===== src/rtl/time_text_pixel.sv =====
// Race-time text overlay: aligns sync/video/game pixel with the font ROM read and mixes glyph pixels over the game picture.
// Optional blink of the text while paused is built when TIME_TEXT_BLINK_EN is defined.
module time_text_pixel #(
   parameter int unsigned ROM_LAT      = 1,
   parameter logic [11:0] TEXT_RGB     = 12'hFFF,
   parameter logic [11:0] TEXT_BG_RGB  = 12'h000,
   parameter int unsigned BLINK_FRAMES = 30
) (
   input  logic        clk,
   input  logic        reset,
   input  logic        pause,
   input  logic        refresh_tick,
   input  logic        video_on,
   input  logic        hsync_in,
   input  logic        vsync_in,
   input  logic        time_on,
   input  logic [2:0]  bit_addr,
   input  logic [7:0]  font_word,
   input  logic [11:0] game_rgb,
   output logic [11:0] rgb,
   output logic        hsync,
   output logic        vsync
);

   localparam int unsigned CNT_W = 8;

   typedef struct packed {
      logic        time_on;
      logic [2:0]  bit_addr;
      logic        video_on;
      logic        hsync;
      logic        vsync;
      logic [11:0] game_rgb;
   } stage_t;

   localparam stage_t STAGE_RST = '{
      time_on:  1'b0,
      bit_addr: 3'd0,
      video_on: 1'b0,
      hsync:    1'b1,
      vsync:    1'b1,
      game_rgb: 12'h000
   };

   stage_t      pipe [ROM_LAT];
   stage_t      tail_c;
   logic        font_bit_c;
   logic        blink_phase;
   logic [11:0] rgb_nxt_c;

   // Free-running delay line matching the font ROM read latency
   always_ff @(posedge clk or negedge reset) begin
      if (!reset) begin
         for (int k = 0; k < int'(ROM_LAT); k++) pipe[k] <= STAGE_RST;
      end else begin
         pipe[0] <= '{
            time_on:  time_on,
            bit_addr: bit_addr,
            video_on: video_on,
            hsync:    hsync_in,
            vsync:    vsync_in,
            game_rgb: game_rgb
         };
         for (int k = 1; k < int'(ROM_LAT); k++) pipe[k] <= pipe[k-1];
      end
   end

   assign tail_c = pipe[ROM_LAT-1];

   // Column 0 is the MSB of the row word; ~x equals 7-x on 3 bits
   assign font_bit_c = font_word[~tail_c.bit_addr];

`ifdef TIME_TEXT_BLINK_EN
   typedef enum logic {
      HIDE = 1'b0,
      SHOW = 1'b1
   } blink_state_t;

   blink_state_t       blink_state;
   logic [CNT_W-1:0]   blink_cnt;

   // Blink half-period counter; unpausing snaps back to visible text
   always_ff @(posedge clk or negedge reset) begin
      if (!reset) begin
         blink_state <= SHOW;
         blink_cnt   <= '0;
      end else if (!pause) begin
         blink_state <= SHOW;
         blink_cnt   <= '0;
      end else if (refresh_tick) begin
         if (blink_cnt == CNT_W'(BLINK_FRAMES - 1)) begin
            blink_cnt <= '0;
            case (blink_state)
               SHOW:    blink_state <= HIDE;
               default: blink_state <= SHOW;
            endcase
         end else begin
            blink_cnt <= blink_cnt + 1'b1;
         end
      end
   end

   assign blink_phase = (blink_state == SHOW);
`else
   logic unused_blink_in;
   assign unused_blink_in = &{1'b0, pause, refresh_tick, CNT_W'(BLINK_FRAMES)};
   assign blink_phase     = 1'b1;
`endif

   // Colour priority: blanking, lit glyph, text background, game picture
   always_comb begin
      rgb_nxt_c = tail_c.game_rgb;
      if (!tail_c.video_on)
         rgb_nxt_c = 12'h000;
      else if (tail_c.time_on && font_bit_c && blink_phase)
         rgb_nxt_c = TEXT_RGB;
      else if (tail_c.time_on)
         rgb_nxt_c = TEXT_BG_RGB;
   end

   always_ff @(posedge clk or negedge reset) begin
      if (!reset) begin
         rgb   <= 12'h000;
         hsync <= 1'b1;
         vsync <= 1'b1;
      end else begin
         rgb   <= rgb_nxt_c;
         hsync <= tail_c.hsync;
         vsync <= tail_c.vsync;
      end
   end

endmodule


===== config.mk =====
export PLATFORM = sky130hd
export DESIGN_NAME = time_text_pixel
export DESIGN_NICKNAME = d
export VERILOG_FILES = /design/src/rtl/time_text_pixel.sv
export SDC_FILE = /design/constraint.sdc
export NUM_CORES = 1
export LEC_CHECK = 0
export BUFFER_PORTS_ARGS = -buffer_cell sky130_fd_sc_hd__buf_2
export CORE_ASPECT_RATIO = 1.4
export CORE_UTILIZATION = 47
export CTS_CLUSTER_SIZE = 12
export DETAILED_ROUTE_END_ITERATION = 7
export PLACE_DENSITY_LB_ADDON = 0.15
export REMOVE_ABC_BUFFERS = 1
export SYNTH_ARGS = -nofsm -noshare
export SYNTH_HDL_FRONTEND = slang
export SYNTH_SLANG_ARGS = --single-unit

===== constraint.sdc =====
create_clock -name clk -period 1.8 [get_ports clk]
set_input_delay 0.09 -clock clk [delete_from_list [all_inputs] [get_ports clk]]
set_output_delay 0.09 -clock clk [all_outputs]
set_load 0.02 [all_outputs]

==> results.json <==
{
  "clk_latency_ps": 330,
  "grt_max_degree": 34,
  "cts_buffer_depth": 2,
  "initial_core_util_pct": 49.8,
  "synthMuxAreaShare_pct": 3.53,
  "yosysUniqueCellTypes": 14,
  "maxCapViolations": 0,
  "die_w_um": 44.8,
  "port_buffers": 42,
  "post-route-period-util_pct": 86.9,
  "cp.arrival_ps": 1750,
  "hpwl_mm": 1.42,
  "yosysWarnings": 0,
  "final_cell_area_um2": 1690,
  "grt_pass1_wl_mm": 3.78,
  "root_buffer": "clkbuf_4",
  "gr-total-overflow": 0,
  "drtAntennaViolNets": 0,
  "synth_seq_cells": 33,
  "syn_area_um2": 1200,
  "post_drt_wl_per_cell_um": 11.9,
  "clock_skew_ps": 17.1,
  "m1WireLength_um": 878,
  "tns_ps": 0,
  "crit_path_end_kind": "flop",
  "antenna_cells": 0,
  "io_pins": 45,
  "routed_wirelength_mm": 2.32,
  "tightest_slew_ps": 686,
  "ys_seq_area_share_pct": 69.0,
  "row_count": 21,
  "routed-wl-met3_um": 122,
  "status": "finished, final reports clean",
  "grt_usage_pct": 20.3,
  "fillerInstances": 195,
  "synth_top_cells_by_area": "dfrtp_1 60%, dfstp_2 8.7%, o31ai_1 7.5%",
  "worstSetupPathType": "flop to flop",
  "synth_area_leader_cell": "dfrtp_1",
  "rsz0062_at_grt": "false",
  "worstPathRequired_ps": 1990,
  "synth_fa_ha_area_share_pct": 0,
  "antenna_found_initial": 0,
  "gp_congestion": 0.731,
  "holdCritPathClass": "input pin to async pin",
  "drt_iter0_drc": 18,
  "dieArea_um2": 2770,
  "numCtsBuffers": 5,
  "synthCells": 95,
  "start_kind": "flop",
  "tritoncts": "built",
  "first_global_vias": 893,
  "drv_slew": 0,
  "vias_per_cell": 4.74,
  "place_area_um2": 1440,
  "period_needed_ps": 1560,
  "yosys.area_share.simple_pct": 10.8,
  "power_mw": 1.39,
  "core_um2": 2420,
  "drive_gt1_share_pct": 34.2,
  "synth.top_cell.area_share_pct": 60.3,
  "ir_drop_v": 0.000669,
  "synth_top_family_by_area": "compound AO/OA/AOI/OAI gates",
  "top_layer_used": "met4",
  "avgSynthCellArea_um2": 12.7,
  "dr_wl_met2_mm": 1.26,
  "synth_compound_area_share_pct": 13.3,
  "powerDensity_nw_per_um2": 825,
  "cts.sinks": 33,
  "first_pass_iters": 4,
  "path_max_fanout": 12,
  "vias": 925,
  "hold_violations": 0,
  "leakagePower_nw": 0.825,
  "cts.clk_slew.worst_paths_ps": 100,
  "die-height_um": 61.9,
  "htreeDepth": 2,
  "synth_xor_area_share_pct": 0,
  "fin_util_pct": 69.9,
  "syn2layout_area_growth_pct": 40.3,
  "setup_viol": 0,
  "relSlewSlack_pct": 54.3,
  "final_nets": 191,
  "drc": 0,
  "post_cts_buffers": 0,
  "max_clock_freq_ghz": 0.639
}
==> per-stage QoR <==
step / hold WS (ps) / setup slack [ps] / cells
6_report: 326 / 236 / 195
5_1_grt: 362 / 108 / 195
3_5_place_dp: 171 / 233 / 167
2_1_floorplan: -206 / 357 / 89
3_3_place_gp: 162 / 252 / 167
4_1_cts: 352 / 230 / 195
==> synth_stat cells <==
library cell	instances
buf_6	1
buf_2	2
mux2i_1	2
nor2_1	1
mux4_2	1
dfrtp_1	29
a221o_1	1
nand2_1	12
nor2b_1	13
inv_1	2
a21oi_1	12
dfstp_2	4
o31ai_1	12
clkbuf_1	3
==> layer usage <==
| layer | vias up | GRT usage [%] |
|---|---|---|
| met1 | 431 | 22.1 |
| li1 | 454 | - |
| met3 | 5 | 7.23 |
| met5 | - | 0 |
| met2 | 35 | 34.7 |
| met4 | 0 | 10.8 |
==> final timing paths <==
kind | from | end | slack, ps | cells past startpoint
worst max-delay path | pipe[15] | rgb[5] | 240 | 3
worst min-delay path | reset | rgb[9] | 330 | 2
worst max register to register | pipe[15] | rgb[5] | 240 | 3
worst min register to register | pipe[12] | vsync | 360 | 0
max in group asynchronous | reset | pipe[0] | 1020 | 2
min in group clk | pipe[12] | vsync | 360 | 0
==> worst max-delay path: stages, from the launching register on <==
cell and delay, ps:
dfrtp_1 420, mux4_2 670, o31ai_1 280, a21oi_1 60
==> power by group <==
group | internal [mW] | switching [mW]
sequential | 0.789 | 0.0193
clock | 0.152 | 0.223
combinational | 0.0992 | 0.110
total | 1.04 | 0.353
==> kinds of logic (layout without fill, tap and decap cells) <==
logic type,Yosys count,in the layout
muxes,3,3
buffers and inverters,8,74
AOI/OAI and AO/OA,25,25
DFF,33,33
and+or+nand+nor,26,26
==> cells in the final DEF (no fill, tap or decap) <==
cell type,netlist,layout
buf_4,0,2
inv_1,2,2
a21oi_1,12,12
clkinv_2,0,1
dfrtp_1,29,29
nand2_1,12,12
mux2i_1,2,2
clkbuf_1,3,2
nor2_1,1,1
buf_2,2,42
a221o_1,1,1
dlygate4sd3_1,0,20
clkbuf_4,0,5
mux4_2,1,1
o31ai_1,12,12
dfstp_2,4,4
nor2b_1,13,13
==> repair_timing <==
item | CTS | global route
hold buffers | 20 | 0
resized for setup | 0 | 0
hold endpoints to repair | 48 | 0
==> flip-flops by register name, indices dropped and copies added, names as in the netlist <==
name	flops
pipe	19
rgb	12
hsync	1
vsync	1
==> area by class of cell <==
class                   instances  area [um^2]  share of cell area, %
clock buffers                   7         45.0                   2.67
clock inverters                 1         5.00                  0.296
inverters                       2         7.51                  0.444
multi-input cells              54          333                   19.7
flip-flops and latches         33          831                   49.2
well taps                      34         42.5                   2.52
repair buffers                 64          425                   25.2
Note: power is estimated with default switching activity, not from simulation.
